===== src/rtl/sub_pipe_pkg.sv =====
// ============================================================================
//  Module   : sub_pipe_pkg
//  Purpose  : Shared definitions for the pipelined subtractor: default
//             operand width, the result flag bundle and saturation constants.
//  Revision : 1.0 - initial release
// ============================================================================
`default_nettype none

package sub_pipe_pkg;

    // Default operand/result width of the PE datapath.
    localparam int WIDTH_DEF = 16;

    // Saturation limits at the default width. The top regenerates them for
    // any other WIDTH.
    localparam logic [WIDTH_DEF-1:0] MAX_POS = 16'h7FFF;
    localparam logic [WIDTH_DEF-1:0] MAX_NEG = 16'h8000;

    // Flag bundle in O1..O5 order.
    typedef struct packed {
        logic c_out;  // carry-out, 1 = no borrow
        logic z;      // result is zero
        logic n;      // result MSB
        logic c;      // same as c_out
        logic v;      // signed overflow
    } flags_t;

endpackage

`default_nettype wire


===== src/rtl/sub_pipe_stage.sv =====
// ============================================================================
//  Module   : sub_pipe_stage
//  Purpose  : Generic one-entry valid/ready pipeline register. Holds one beat
//             of data; accepts a new beat when empty or when the held beat
//             leaves in the same cycle. en=0 freezes everything.
//  Ports    : clk, rst (sync, active-high), en
//             up_valid/up_ready/up_data   - upstream side
//             dn_valid/dn_ready/dn_data   - downstream side
//  Revision : 1.0 - initial release
// ============================================================================
`default_nettype none

module sub_pipe_stage #(
    parameter int DW = 8
) (
    input  logic          clk,
    input  logic          rst,
    input  logic          en,
    input  logic          up_valid,
    output logic          up_ready,
    input  logic [DW-1:0] up_data,
    output logic          dn_valid,
    input  logic          dn_ready,
    output logic [DW-1:0] dn_data
);

    logic          r_valid;
    logic [DW-1:0] r_data;
    logic          w_advance;
    logic          w_load;

    assign w_advance = en & r_valid & dn_ready;
    assign up_ready  = en & (~r_valid | w_advance);
    assign w_load    = up_valid & up_ready;

    always_ff @(posedge clk) begin
        if (rst) begin
            r_valid <= 1'b0;
        end else if (w_load) begin
            r_valid <= 1'b1;
        end else if (w_advance) begin
            r_valid <= 1'b0;
        end
    end

    // Data only moves with a real beat, so bubbles never toggle it.
    always_ff @(posedge clk) begin
        if (rst) begin
            r_data <= '0;
        end else if (w_load) begin
            r_data <= up_data;
        end
    end

    assign dn_valid = r_valid;
    assign dn_data  = r_data;

endmodule

`default_nettype wire


===== src/rtl/sub_pipe.sv =====
// ============================================================================
//  Module   : sub_pipe
//  Purpose  : Two-stage pipelined subtractor computing a + ~b + cin with the
//             adder-compatible flag bundle. Stage 1 resolves the low SPLIT
//             bits, stage 2 the high segment; flags are formed from the
//             stage-2 register.
//  Ports    : CLK, ASYNCRESET (sync, active-high), clk_en
//             in_valid/in_ready, a, b, cin      - operand beat
//             out_valid/out_ready, O0..O5        - result beat
//             O0 result, O1 carry-out, O2 zero, O3 negative, O4 carry,
//             O5 signed overflow
//  Options  : SUB_SATURATE_EN - clamp O0 to the signed limit on overflow.
//  Revision : 1.0 - initial release
// ============================================================================
`default_nettype none

module sub_pipe
    import sub_pipe_pkg::*;
#(
    parameter int WIDTH = WIDTH_DEF,
    parameter int SPLIT = 8
) (
    input  logic             CLK,
    input  logic             ASYNCRESET,
    input  logic             clk_en,
    input  logic             in_valid,
    output logic             in_ready,
    input  logic [WIDTH-1:0] a,
    input  logic [WIDTH-1:0] b,
    input  logic             cin,
    output logic             out_valid,
    input  logic             out_ready,
    output logic [WIDTH-1:0] O0,
    output logic             O1,
    output logic             O2,
    output logic             O3,
    output logic             O4,
    output logic             O5
);

    localparam int HI  = WIDTH - SPLIT;
    localparam int S1W = 2*HI + SPLIT + 1;   // a_hi, ~b_hi, low carry+sum
    localparam int S2W = WIDTH + 3;          // a_msb, b_msb, full sum

    // ---------------- stage 1: low segment ----------------
    logic [SPLIT:0]   w_lo_sum;
    logic [S1W-1:0]   w_s1_in;
    logic [S1W-1:0]   w_s1_q;
    logic             w_s1_valid;
    logic             w_s1_ready;
    logic             w_s2_ready;

    assign w_lo_sum = {1'b0, a[SPLIT-1:0]} + {1'b0, ~b[SPLIT-1:0]}
                    + {{SPLIT{1'b0}}, cin};
    assign w_s1_in  = {a[WIDTH-1:SPLIT], ~b[WIDTH-1:SPLIT], w_lo_sum};

    sub_pipe_stage #(.DW(S1W)) u_s1 (
        .clk      (CLK),
        .rst      (ASYNCRESET),
        .en       (clk_en),
        .up_valid (in_valid),
        .up_ready (w_s1_ready),
        .up_data  (w_s1_in),
        .dn_valid (w_s1_valid),
        .dn_ready (w_s2_ready),
        .dn_data  (w_s1_q)
    );

    // Reset forces in_ready low even while the valid bits are still set.
    assign in_ready = w_s1_ready & ~ASYNCRESET;

    // ---------------- stage 2: high segment ----------------
    logic [HI-1:0]  w_a_hi;
    logic [HI-1:0]  w_nb_hi;
    logic [HI:0]    w_hi_sum;
    logic [S2W-1:0] w_s2_in;
    logic [S2W-1:0] w_s2_q;
    logic           w_s2_valid;

    assign w_a_hi   = w_s1_q[S1W-1 -: HI];
    assign w_nb_hi  = w_s1_q[S1W-HI-1 -: HI];
    assign w_hi_sum = {1'b0, w_a_hi} + {1'b0, w_nb_hi} + {{HI{1'b0}}, w_s1_q[SPLIT]};
    assign w_s2_in  = {w_a_hi[HI-1], ~w_nb_hi[HI-1], w_hi_sum, w_s1_q[SPLIT-1:0]};

    sub_pipe_stage #(.DW(S2W)) u_s2 (
        .clk      (CLK),
        .rst      (ASYNCRESET),
        .en       (clk_en),
        .up_valid (w_s1_valid),
        .up_ready (w_s2_ready),
        .up_data  (w_s2_in),
        .dn_valid (w_s2_valid),
        .dn_ready (out_ready),
        .dn_data  (w_s2_q)
    );

    // ---------------- flags ----------------
    logic             w_a_msb;
    logic             w_b_msb;
    logic [WIDTH-1:0] w_raw;
    logic [WIDTH-1:0] w_res;
    logic             w_ovf;
    flags_t           w_flags;

    assign w_a_msb = w_s2_q[WIDTH+2];
    assign w_b_msb = w_s2_q[WIDTH+1];
    assign w_raw   = w_s2_q[WIDTH-1:0];
    assign w_ovf   = (w_a_msb ^ w_b_msb) & (w_raw[WIDTH-1] ^ w_a_msb);

`ifdef SUB_SATURATE_EN
    localparam logic [WIDTH-1:0] SAT_POS = {1'b0, {(WIDTH-1){1'b1}}};
    localparam logic [WIDTH-1:0] SAT_NEG = {1'b1, {(WIDTH-1){1'b0}}};
    // Clamp toward the sign of the minuend.
    assign w_res = w_ovf ? (w_a_msb ? SAT_NEG : SAT_POS) : w_raw;
`else
    assign w_res = w_raw;
`endif

    assign w_flags.c_out = w_s2_q[WIDTH];
    assign w_flags.z     = (w_res == '0);
    assign w_flags.n     = w_res[WIDTH-1];
    assign w_flags.c     = w_s2_q[WIDTH];
    assign w_flags.v     = w_ovf;

    // Outputs read as zero whenever no beat is presented (incl. after reset).
    assign out_valid = w_s2_valid;
    assign O0 = w_s2_valid ? w_res : '0;
    assign {O1, O2, O3, O4, O5} = w_s2_valid ? w_flags : '0;

endmodule

`default_nettype wire


===== config.mk =====
export PLATFORM = sky130hd
export DESIGN_NAME = sub_pipe
export DESIGN_NICKNAME = d
export VERILOG_FILES = /design/src/rtl/sub_pipe_pkg.sv /design/src/rtl/sub_pipe_stage.sv /design/src/rtl/sub_pipe.sv
export SDC_FILE = /design/constraint.sdc
export NUM_CORES = 1
export LEC_CHECK = 0
export CORE_MARGIN = 2
export CORE_UTILIZATION = 45
export CTS_CLUSTER_DIAMETER = 50
export DETAILED_ROUTE_END_ITERATION = 12
export PLACE_DENSITY = 0.84
export SLEW_MARGIN = 10
export SYNTH_ARGS = -nofsm -noshare
export SYNTH_HDL_FRONTEND = slang
export SYNTH_SLANG_ARGS = --single-unit

===== constraint.sdc =====
create_clock -name CLK -period 4.3 [get_ports CLK]
set_input_delay 0.86 -clock CLK [delete_from_list [all_inputs] [get_ports CLK]]
set_output_delay 0.86 -clock CLK [all_outputs]
set_load 0.02 [all_outputs]

==> impl_metrics.tcl <==
set metrics [dict create \
    status "complete, no violations" \
    rsz0062_at_grt "no" \
    crit_fanout 30 \
    switchingPower_mw 0.260 \
    setup_ws_ns 0.640 \
    r2r_end "u_s2.dn_data[16]" \
    io_pins 61 \
    antenna_found_initial 0 \
    nets 419 \
    area_growth_syn_to_layout_pct 26.6 \
    yosysMostFrequentCell "nand2_1" \
    post_route_cells_drive_above_1_share_pct 7.42 \
    r2r-start "u_s1.dn_data[8]" \
    clkLatencyLatePin_ns 0.31 \
    syn_inst 313 \
    finalClockSkew_ns 0.0120 \
    synth-main-ff-cell "dfxtp_1" \
    core.rowCount 27 \
    p_leak_nw 1.22 \
    wl_per_cell_um 12.6 \
    synth_area_leaders "dfxtp_1, nand2_1, ha_1, a21oi_1, a211oi_2" \
    root_buffer "clkbuf_8" \
    synth_nets 369 \
    vias 2331 \
    grt_max_degree 50 \
    netlist_top_cells_count "nand2_1, dfxtp_1, a21oi_1" \
    internal_power_mw 0.646 \
    synthAdderAreaFrac_pct 9.90 \
    cts.sinks 46 \
    fin_total_pwr_mw 0.906 \
    slew-limit-headroom_pct 30.9 \
    min-delay-path-class "register to register" \
    switching_share_pct 28.7 \
    clkSlewWorstSetupHoldPaths_ns 0.09 \
    grt_util_all_layers_pct 17.9 \
    comb_power_share_pct 18.9 \
    grt_use_met1_pct 25.0 \
    yosysSeqAreaShare_pct 35.7 \
    met2_usage_pct 28.1 \
    grt_pass1_vias 2039 \
    ctsResizeCount 0 \
    die_height_um 79.7 \
    drv_slew 0 \
    dieArea_um2 6350 \
    initial_core_util_pct 46.8 \
    dp_slack_ns 0.640 \
    die_width_um 79.7 \
    htreeDepth 2 \
    achievable-frequency_mhz 273 \
    hold_start "u_s1.dn_data[19]" \
    setup_violations 0 \
    muxShareOfSynthArea_pct 0.388 \
    path_class "input pin to primary output" \
    synth_area_leader_cell "dfxtp_1" \
    synth_top_area_share_pct 35.7 \
    wl_um 5510 \
    max_stage_delay_ns 0.62 \
    fin_tns_setup_ns 0 \
    synthArstFlopShare_pct 0 \
    ys_seq_elements 46 \
    antenna_cells 0 \
    slowest_stage "clkdlybuf4s50_1" \
    drt_iter0_markers 228 \
    tritoncts.num_buffers 5 \
    synth_area_um2 2580 \
    grt_pass1_wl_um 9140 \
    maxCapViolations 0 \
    path_cells "clkdlybuf4s50_1 > nand2_2 > a21o_4 > nand2_1 > and3_1 > clkdlybuf4s50_1" \
    crit_top_cell "clkdlybuf4s50_1" \
    drtAntennaViolNets 0 \
    synth_compound_area_share_pct 21.6 \
    grt_most_used_layer "met2" \
    overflow 0 \
    hold_depth 2 \
    cts_hold_buf 0 \
    tightest_slew_ns 1.04 \
    hold_end "u_s1.dn_data[19]" \
    yosysUniqueCellTypes 44 \
    cts_setup_buffers 0 \
    rrSetupSlack_ns 2.03 \
    endpoint_kind "primary output" \
    synth_top_family_by_area "simple AND/OR/NAND/NOR gates" \
    ir_worst_vdd_mv 0.181 \
    core_area_um2 5510 \
    critPathArrivalTime_ns 2.80 \
    via_per_inst 5.35 \
    place_congestion 0.868 \
    cp_data_required_time_ns 3.44 \
    route.detailed.drc 0 \
    synth.avg_cell_area_um2 8.23 \
    synth_warnings 0 \
    clock_path_buffers 2 \
    fin_crit_ns 3.66 \
    firstDrtPassIters 4 \
    met3_usage_pct 2.71 \
    r2r_cells 7 \
    synthSimpleGateAreaFrac_pct 24.3 \
    p_seq_share_pct 51.1 \
    startpoint_type "input pin" \
    power_frac_clock_pct 30.1 \
    dp_hpwl_um 4150 \
    cts_tree "yes" \
    finalCritPeriodShare_pct 85.1 \
    io_buffer_count 60 \
    hold_viol 0 \
    synth-edff-count 0 \
    p_per_area_nw_per_um2 278 \
    synth-xor-area-share_pct 1.70 \
]
worst max path at each step:
stage	from	endpoint	slack, ns
final	clk_en	in_ready	0.64
after global routing	clk_en	in_ready	0.54
after CTS	clk_en	in_ready	0.62
after detailed placement	clk_en	in_ready	0.64
after global placement	clk_en	in_ready	0.67
after floorplan	a[0]	u_s1.dn_data[6]	1.79
power by group through the flow:
| stage | Combinational (mW) | Sequential (mW) | Clock (mW) |
|---|---|---|---|
| 2_1_floorplan | 0.114 | 0.467 | 0 |
| 3_3_place_gp | 0.164 | 0.472 | 0 |
| 3_5_place_dp | 0.169 | 0.473 | 0 |
| 4_1_cts | 0.171 | 0.463 | 0.274 |
| 5_1_grt | 0.190 | 0.466 | 0.290 |
| 6_report | 0.171 | 0.463 | 0.272 |
through the flow:
stage               hold slack, ns  utilization, %  cell area [µm²]  cells
floorplan                    0.432               -             2580    313
global placement             0.450            57.6             3170    428
detailed placement           0.451            57.6             3170    428
CTS                          0.464            59.3             3260    436
global route                 0.483            59.3             3260    436
finish                       0.461            59.3             3260    436
flip-flops by register name (all words and copies together) (netlist names):
| register | count |
|---|---|
| u_s1.dn_data | 25 |
| u_s1.dn_valid | 1 |
| u_s2.dn_valid | 1 |
| u_s2.dn_data | 19 |
layer usage:
layer  wire length, µm  up-vias  part of all wire, %
met4               104        0                  1.9
met5                 0        -                    0
met2              2470       80                   45
met1              2570     1056                   47
li1                  -     1185                    -
met3               366       10                  6.6
worst max-delay path: cells and delay by family:
kind | cells | cell delay [ns]
buffers and inverters | 2 | 1.19
AO/OA/AOI/OAI | 1 | 0.31
AND/OR/NAND/NOR | 3 | 0.43
cell families after synthesis:
family / count (synthesis)
buffers and inverters: 34
and+or+nand+nor: 129
adders and majority gates: 18
muxes: 1
AOI/OAI and AO/OA: 80
DFF: 46
xor gates and xnor gates: 5
final cells by class:
cell class              instances  area, µm²
repair buffers                 62        611
clock inverters                 3       23.8
well taps                      72       90.1
fillers                       487       2240
inverters                      15       56.3
multi-input cells             233       1490
flip-flops and latches         46        921
clock buffers                   5       68.8
cells in the final DEF (no fill, tap or decap), drive strengths merged, types with 3 or more instances in the layout:
cell	n
o21ai	12
fa	4
inv	16
clkdlybuf4s50	59
nor2	22
clkbuf	5
a21oi	36
a21o	4
nor4	6
nand3	5
a31oi	5
ha	14
dfxtp	46
nor4b	6
xnor2	5
a211oi	15
buf	3
nand2	58
and2	17
nor3	4
(Power assumes the default switching activity.)
